### config.mk
export PLATFORM = sky130hd
export DESIGN_NAME = bin2bcd_converter
export DESIGN_NICKNAME = d
export VERILOG_FILES = /design/src/rtl/bin2bcd_converter_pkg.sv /design/src/rtl/bin2bcd_converter_bcd_digit_adjust.sv /design/src/rtl/bin2bcd_converter.sv
export SDC_FILE = /design/constraint.sdc
export NUM_CORES = 1
export LEC_CHECK = 0
export CAP_MARGIN = 20
export CORE_MARGIN = 3
export CORE_UTILIZATION = 55
export CTS_CLUSTER_SIZE = 24
export DETAILED_ROUTE_END_ITERATION = 10
export PLACE_DENSITY = 0.85
export RECOVER_POWER = 50
export SETUP_SLACK_MARGIN = 0.5
export SYNTH_ARGS = -nofsm -noshare
export SYNTH_HDL_FRONTEND = slang
export SYNTH_SLANG_ARGS = --single-unit
### constraint.sdc
create_clock -name clock -period 2.2 [get_ports clock]
set_clock_uncertainty 0.15 [all_clocks]
set_input_delay 0.44 -clock clock [delete_from_list [all_inputs] [get_ports clock]]
set_output_delay 0.44 -clock clock [all_outputs]
set_load 0.005 [all_outputs]
### src/rtl/bin2bcd_converter_pkg.sv
// Shared constants for the binary-to-BCD converter: default widths, state
// encoding and the display range limits used by the benches.
package bin2bcd_converter_pkg;

  localparam int DEF_IN_WIDTH       = 16;
  localparam int DEF_BCD_DIGITS     = 5;
  localparam int OUT_DIGITS         = 4;
  localparam int OVERFLOW_THRESHOLD = 9999;

  typedef enum logic {
    ST_IDLE  = 1'b0,
    ST_SHIFT = 1'b1
  } state_t;

endpackage

### src/rtl/bin2bcd_converter_bcd_digit_adjust.sv
// Double-dabble digit correction: a BCD digit of 5 or more gets 3 added so
// the following left shift carries correctly into the next decimal digit.
module bcd_digit_adjust (
  input  logic [3:0] digit,
  output logic [3:0] adjusted
);

  assign adjusted = (digit >= 4'd5) ? (digit + 4'd3) : digit;

endmodule

### src/rtl/bin2bcd_converter.sv
// Sequential binary-to-BCD converter (shift-and-add-3, one bit per clock)
// feeding the 4-digit display; bcd/overflow only change on completion.
module bin2bcd_converter
  import bin2bcd_converter_pkg::*;
#(
  parameter int IN_WIDTH   = DEF_IN_WIDTH,
  parameter int BCD_DIGITS = DEF_BCD_DIGITS
) (
  input  logic                    clock,
  input  logic                    reset,
  input  logic                    start,
  input  logic [IN_WIDTH-1:0]     bin,
  output logic                    busy,
  output logic                    done,
  output logic [OUT_DIGITS*4-1:0] bcd,
  output logic                    overflow
);

  localparam int ACC_W = BCD_DIGITS * 4;
  localparam int OUT_W = OUT_DIGITS * 4;
  localparam int CNT_W = $clog2(IN_WIDTH) + 1;

  state_t              state;
  logic [IN_WIDTH-1:0] bin_sr;
  logic [IN_WIDTH-1:0] next_sr;
  logic [ACC_W-1:0]    bcd_acc;
  logic [ACC_W-1:0]    acc_adj;
  logic [ACC_W-1:0]    next_acc;
  logic [CNT_W-1:0]    count;

  for (genvar d = 0; d < BCD_DIGITS; d++) begin : g_adjust
    bcd_digit_adjust u_adjust (
      .digit   (bcd_acc[d*4 +: 4]),
      .adjusted(acc_adj[d*4 +: 4])
    );
  end

  // Adjusted accumulator and binary shift register move left as one word.
  assign next_acc = ACC_W'({acc_adj, bin_sr[IN_WIDTH-1]});
  assign next_sr  = IN_WIDTH'({bin_sr, 1'b0});

  always_ff @(posedge clock or negedge reset) begin
    if (!reset) begin
      state    <= ST_IDLE;
      busy     <= 1'b0;
      done     <= 1'b0;
      bcd      <= '0;
      overflow <= 1'b0;
      bin_sr   <= '0;
      bcd_acc  <= '0;
      count    <= '0;
    end else begin
      done <= 1'b0;
      case (state)
        ST_IDLE: begin
          if (start) begin
            bin_sr  <= bin;
            bcd_acc <= '0;
            count   <= '0;
            busy    <= 1'b1;
            state   <= ST_SHIFT;
          end
        end
        ST_SHIFT: begin
          bcd_acc <= next_acc;
          bin_sr  <= next_sr;
          count   <= count + 1'b1;
          // Last iteration publishes the result straight from the shift path.
          if (count == CNT_W'(IN_WIDTH - 1)) begin
            bcd      <= next_acc[OUT_W-1:0];
            overflow <= |next_acc[ACC_W-1:OUT_W];
            done     <= 1'b1;
            busy     <= 1'b0;
            state    <= ST_IDLE;
          end
        end
        default: state <= ST_IDLE;
      endcase
    end
  end

endmodule

==> impl_metrics.ini, run 1 <==
[synth]
yosysTopAreaCell = dfrtp_1
muxShareOfSynthArea_pct = 13.41
synth_nets = 309
synthAdderAreaFrac_pct = 5.015
synth_xor_area_share_pct = 2.048
seq_area_frac_synth_pct = 50.98
syn_inst = 278
synth_compound_area_share_pct = 11.66
yosysTopAreaCellShare_pct = 50.98
synth_warnings = 0
synthesis.area_um2 = 2994
syn_area_per_cell_um2 = 10.77
yosys-top-cells-area = dfrtp_1, mux2i_1, ha_1
synth_top_family_by_area = multiplexers
yosysUniqueCellTypes = 28
synth-simple-area-share_pct = 13.00
ys_seq_elements = 61

[global_route]
grt_pass1_vias = 2201
antenna_found_initial = 0
grt_max_degree = 62
grtUsageTotal_pct = 20.30
grt_first_pass_wirelength_mm = 9.929
gr-total-overflow = 0

[floorplanning]
rows = 26
die_w_um = 79.78
die_h_um = 79.78
core_um2 = 5172
start_util_pct = 57.89
fp.dieArea_um2 = 6365
ios = 38

[pwr]
irDropWorstVdd_mv = 0.6175
leakagePower_nw = 1.789
total_power_mw = 5.108
power_density_nw_per_um2 = 1369

[critical_path]
cp-start-kind = flip-flop
worstSetupEndpointType = flip-flop
reg2reg_depth = 7
critPathLaunch = count[1]
endpoint = overflow
critical_path.max_fanout = 7
path_class = reg2reg
r2r_start = count[1]
reg2reg_slack_ns = 0.47
rr_endpoint = overflow
worstPathArrival_ns = 1.80
cp.required_ns = 2.27

[timing]
min_period_ns = 1.725
finalSetupTns_ns = 0
hold_slack_ns = 0.3263
worstMarginPinSlew_ns = 0.8205
rsz0062_at_grt = yes
slew_headroom_pct = 45.30
hold_violations = 0
setup_viol = 0
drv_slew = 0
fmax_ghz = 0.5796
fin_crit_sh_pct = 78.43
setup_ws_ns = 0.4746

[clock_tree]
clkLatencyLatePin_ns = 0.34
numClockSinks = 61
numCtsBuffers = 9
clock_path_buffers = 2
htreeDepth = 3
root_buffer = clkbuf_8
tritoncts = built
clk_pin_slew_worst_paths_ns = 0.06

[layout]
drive_above_1_share_pct = 17.88
layout.nets = 357
final_core_util_pct = 72.16
area_growth_syn_to_layout_pct = 24.66
layout_common_cells = dfrtp_1, o21ai_0, mux2i_1, nand2_1, dlygate4sd2_1
antenna_cells = 0
layout_commonest_cell = dfrtp_1

[detailed_routing]
drtIter0Drc = 138
via_per_inst = 5.413
vias = 2165
antenna_left = 0
wire_per_inst_um = 14.18
firstDrtPassIters = 4
drt_wl_total_mm = 5.671
drc = 0

[flow_run]
max_cap_violations = 0

[placement]
portBuffers = 37
dp_slack_ns = 0.2548
dpl.hpwl_mm = 3.594
place.gp.congestion = 0.8226

[min_path]
hold_class = reg2reg
min_from = bin_sr[0]

[outcome]
status = completed
-- metrics by stage --
stage / cell area [µm²] / cells
detailed placement: 3466 / 375
CTS: 3692 / 397
finish: 3732 / 400
global placement: 3466 / 375
global route: 3732 / 400
floorplan: 3028 / 278
-- cells by family (layout without fill, tap and decap cells) --
| logic type | Yosys count | count (layout) |
|---|---|---|
| adders and majority gates | 12 | 12 |
| buffers and inverters | 28 | 80 |
| DFF | 61 | 61 |
| xor gates and xnor gates | 7 | 7 |
| and+or+nand+nor | 73 | 73 |
| muxes | 39 | 39 |
| AOI/OAI and AO/OA | 58 | 58 |
-- critical path: stages (launching register included) --
cell	delay, ns
dfrtp_1	0.36
ha_2	0.19
and3_4	0.19
ha_4	0.16
nand2_8	0.09
clkinv_8	0.09
nand4b_1	0.10
o32a_1	0.29
-- layout make-up --
class                   instances  area, µm²
flip-flops and latches         61       1528
fillers                       380       1440
multi-input cells             189       1416
repair buffers                 51      452.9
clock buffers                  14      172.7
well taps                      70      87.58
inverters                      13      61.31
repair inverters                1      8.758
clock inverters                 1      5.005
-- registers in the layout, summed over array words and instances (netlist names) --
| register | cells |
|---|---|
| bcd | 16 |
| bcd_acc | 20 |
| bin_sr | 16 |
| busy | 1 |
| count | 5 |
| done | 1 |
| overflow | 1 |
| state | 1 |
-- synth_stat cells (all sizes together) --
master / count
xnor2: 6
o32a: 1
o31ai: 3
nand2b: 18
buf: 7
nand3: 1
and2: 1
xor2: 1
dfrtp: 61
ha: 12
nor3: 5
and3: 1
o21ai: 30
clkbuf: 8
o22ai: 1
nand2: 28
nand4b: 1
mux2i: 30
a21o: 10
nor2: 4
a21oi: 13
inv: 13
mux2: 9
nor3b: 14
-- routing by layer --
| metal | wire length [µm] | up-vias | share of wire, % | global-route usage (%) |
|---|---|---|---|---|
| met5 | 0 | - | 0 | 0 |
| li1 | - | 1056 | - | - |
| met3 | 164 | 13 | 2.9 | 4.063 |
| met1 | 2635 | 1062 | 46 | 26.06 |
| met4 | 144 | 0 | 2.5 | 10.30 |
| met2 | 2727 | 34 | 48 | 32.64 |
-- what timing repair did --
action | CTS | global route
hold endpoints to repair | 61 | 0
buffers inserted | 5 | 3
gates resized for setup | 24 | 13
setup endpoints to repair | 29 | 16
pin swaps | 0 | 6
gates cloned | 1 | 0
hold buffers | 1 | 0
-- report_power, final --
group	total (mW)	switching, mW	internal, mW
Combinational	2.23	1.06	1.17
Clock	0.904	0.409	0.494
Sequential	1.98	0.370	1.61
-- how the worst min path moves through the flow --
stage                 endpoint  slack [ns]  depth (start not counted)
global placement    bin_sr[12]        0.31                          2
CTS                  bin_sr[1]        0.34                          2
floorplan               bcd[0]      -0.006                          0
detailed placement      bcd[4]        0.33                          2
finish               bin_sr[1]        0.33                          2
global route            bcd[3]        0.37                          2
(Power assumes the default switching activity.)
==> run 2: changes to the inputs <==
==> constraint.sdc (replaced) <==
create_clock -name clock -period 1.6 [get_ports clock]
set_clock_uncertainty 0.15 [all_clocks]
set_input_delay 0.32 -clock clock [delete_from_list [all_inputs] [get_ports clock]]
set_output_delay 0.32 -clock clock [all_outputs]
set_load 0.005 [all_outputs]
==> run 2 against run 1 <==
  * Register-to-register slack worse by 0.73 ns
  * The run now ends with negative setup slack left
  * First-iteration DRC count up 59%
  * Critical path type unchanged
  * Cell area up 31%
  * Final cell count up 16%
  * Clock power up 47%
  * Sequential cell count unchanged
  * Setup slack worse by 0.73 ns
  * Highest routed layer unchanged
  * Global-route usage up 8.4 points
  * Routed wire length up 120%
  * Sequential share of layout area down 9.6 points
  * Largest cell class is now multi-input gates
  * Utilization up 22 points
==> impl_metrics.ini, run 2 (synthesized netlist as in run 1, its figures left out) <==
[outcome]
status = finished, violations left
violations = negative setup slack

[detailed_routing]
antenna_left = 0
firstDrtPassIters = 7
drtIter0Drc = 220
drc = 0
via_per_inst = 6.312
wire_per_inst_um = 26.62
vias = 2916
drt_wl_total_mm = 12.30

[pwr]
irDropWorstVdd_mv = 1.694
p_int_mw = 6.334
power_density_nw_per_um2 = 2225
p_seq_share_pct = 27.9
total_power_mw = 10.88
leakagePower_nw = 2.310
p_sw_mw = 4.542
swShare_pct = 41.76
clockPowerShare_pct = 12.2
combPwrFrac_pct = 59.9

[critical_path]
slowest_delay_ns = 0.37
critical_path.max_fanout = 6
critPathLaunch = count[0]
cp.required_ns = 1.69
r2r_start = count[0]
critical-path-slowest-cell = dfrtp_1
worstPathArrival_ns = 1.95
path_cells = ha_2 > and3_4 > ha_4 > nand2_8 > clkinv_8 > nand4b_1 > o32a_1
cp.depth = 7
endpoint = overflow
reg2reg_depth = 7
path_class = reg2reg
reg2reg_slack_ns = -0.26
crit_family = simple AND/OR/NAND/NOR gates
worstSetupEndpointType = flip-flop
cp-start-kind = flip-flop
cp_num_buf_inv = 1
rr_endpoint = overflow

[flow_run]
max_cap_violations = 0

[timing]
worstMarginPinSlew_ns = 0.4723
min_period_ns = 1.859
fmax_ghz = 0.5379
hold_violations = 0
fin_crit_sh_pct = 116.2
setup_viol = 25
rsz0062_at_grt = yes
slew_headroom_pct = 68.51
drv_slew = 0
setup_ws_ns = -0.2590

[floorplanning]
rows = 26
fp.dieArea_um2 = 6365
die_w_um = 79.78
start_util_pct = 57.89
die_h_um = 79.78
core_um2 = 5172
ios = 38

[clock_tree]
tritoncts = built
numClockSinks = 61
htreeDepth = 3
numCtsBuffers = 9
clock_path_buffers = 2
root_buffer = clkbuf_8
clkLatencyLatePin_ns = 0.36
clk_pin_slew_worst_paths_ns = 0.07

[global_route]
antenna_found_initial = 0
gr-total-overflow = 0
grt_first_pass_wirelength_mm = 13.57
grtUsageTotal_pct = 28.72
grt_max_degree = 43
grt_pass1_vias = 2638

[layout]
drive_above_1_share_pct = 56.89
area_growth_syn_to_layout_pct = 63.23
antenna_cells = 0
stdcell_area_um2 = 4887
largest_reg_flops = 20
largestRegisters = bcd_acc (20), bcd (16), bin_sr (16)
num-fill-cells = 145
layout_common_cells = dfrtp_1, buf_4, mux2i_1
regMostFlops = bcd_acc
layout_commonest_cell = dfrtp_1
final_cells = 462
layout.nets = 419

[min_path]
hold_class = in2async

[placement]
dpl.hpwl_mm = 4.223
place_area_um2 = 3727
portBuffers = 37
placedCellCount = 396
place.gp.congestion = 0.8303
run 2: through the flow:
step                      setup TNS (ns)  setup slack, ns  hold WS, ns  utilization [%]
after floorplan                  -0.8073          -0.1064      -0.1256                -
after global placement           -0.4420          -0.1255     0.009965            72.06
after detailed placement         -0.7726          -0.1765     0.009819            72.06
after CTS                        -0.4363         -0.08342       0.1846            84.01
after global routing              -3.775          -0.3336       0.2790            94.48
final                             -2.613          -0.2590       0.2690            94.48
run 2: worst register-to-register path, cell delays in order, from the launching register on:
cell	delay (ns)
dfrtp_1	0.37
ha_2	0.20
and3_4	0.20
ha_4	0.17
nand2_8	0.08
clkinv_8	0.08
nand4b_1	0.16
o32a_1	0.33
run 2: worst min-delay path by stage:
stage | from | endpoint | slack (ns) | depth (start not counted)
finish | reset | bcd_acc[10] | 0.27 | 2
CTS | reset | bcd_acc[11] | 0.18 | 2
global placement | reset | bcd_acc[10] | 0.01 | 1
detailed placement | reset | bcd_acc[11] | 0.01 | 1
global route | start | count[2] | 0.28 | 2
floorplan | reset | bcd[0] | -0.13 | 0
run 2: cell type report:
class	count	area (µm²)	share of cell area (%)
Clock inverter	1	5.005	0.1024
Inverter	13	61.31	1.254
Multi-Input combinational cell	189	1984	40.60
Clock buffer	14	172.7	3.533
Timing Repair inverter	1	6.256	0.1280
Sequential cell	61	1531	31.34
Tap cell	70	87.58	1.792
Timing Repair Buffer	113	1039	21.25
run 2: power groups by stage:
| stage | logic (mW) | clock network (mW) | registers (mW) |
|---|---|---|---|
| finish | 6.51 | 1.33 | 3.04 |
| detailed placement | 3.55 | 0 | 2.74 |
| CTS | 4.68 | 1.25 | 2.78 |
| global placement | 3.38 | 0 | 2.72 |
| global route | 6.79 | 1.38 | 3.08 |
| floorplan | 2.35 | 0 | 2.70 |
run 2: repair_timing:
item / in CTS / in global routing
setup endpoints to repair: 79 / 80
pin swaps: 20 / 12
resized for setup: 160 / 75
hold buffers: 1 / 0
gates cloned: 3 / 6
endpoints found under the hold margin: 61 / 0
setup buffers: 19 / 22
run 2: metal layers:
metal | up-vias | global-route usage [%] | part of all wire (%)
li1 | 1179 | - | -
met5 | - | 0 | 0
met4 | 0 | 11.99 | 6.6
met1 | 1473 | 35.42 | 38
met3 | 72 | 5.418 | 7.9
met2 | 192 | 49.33 | 48
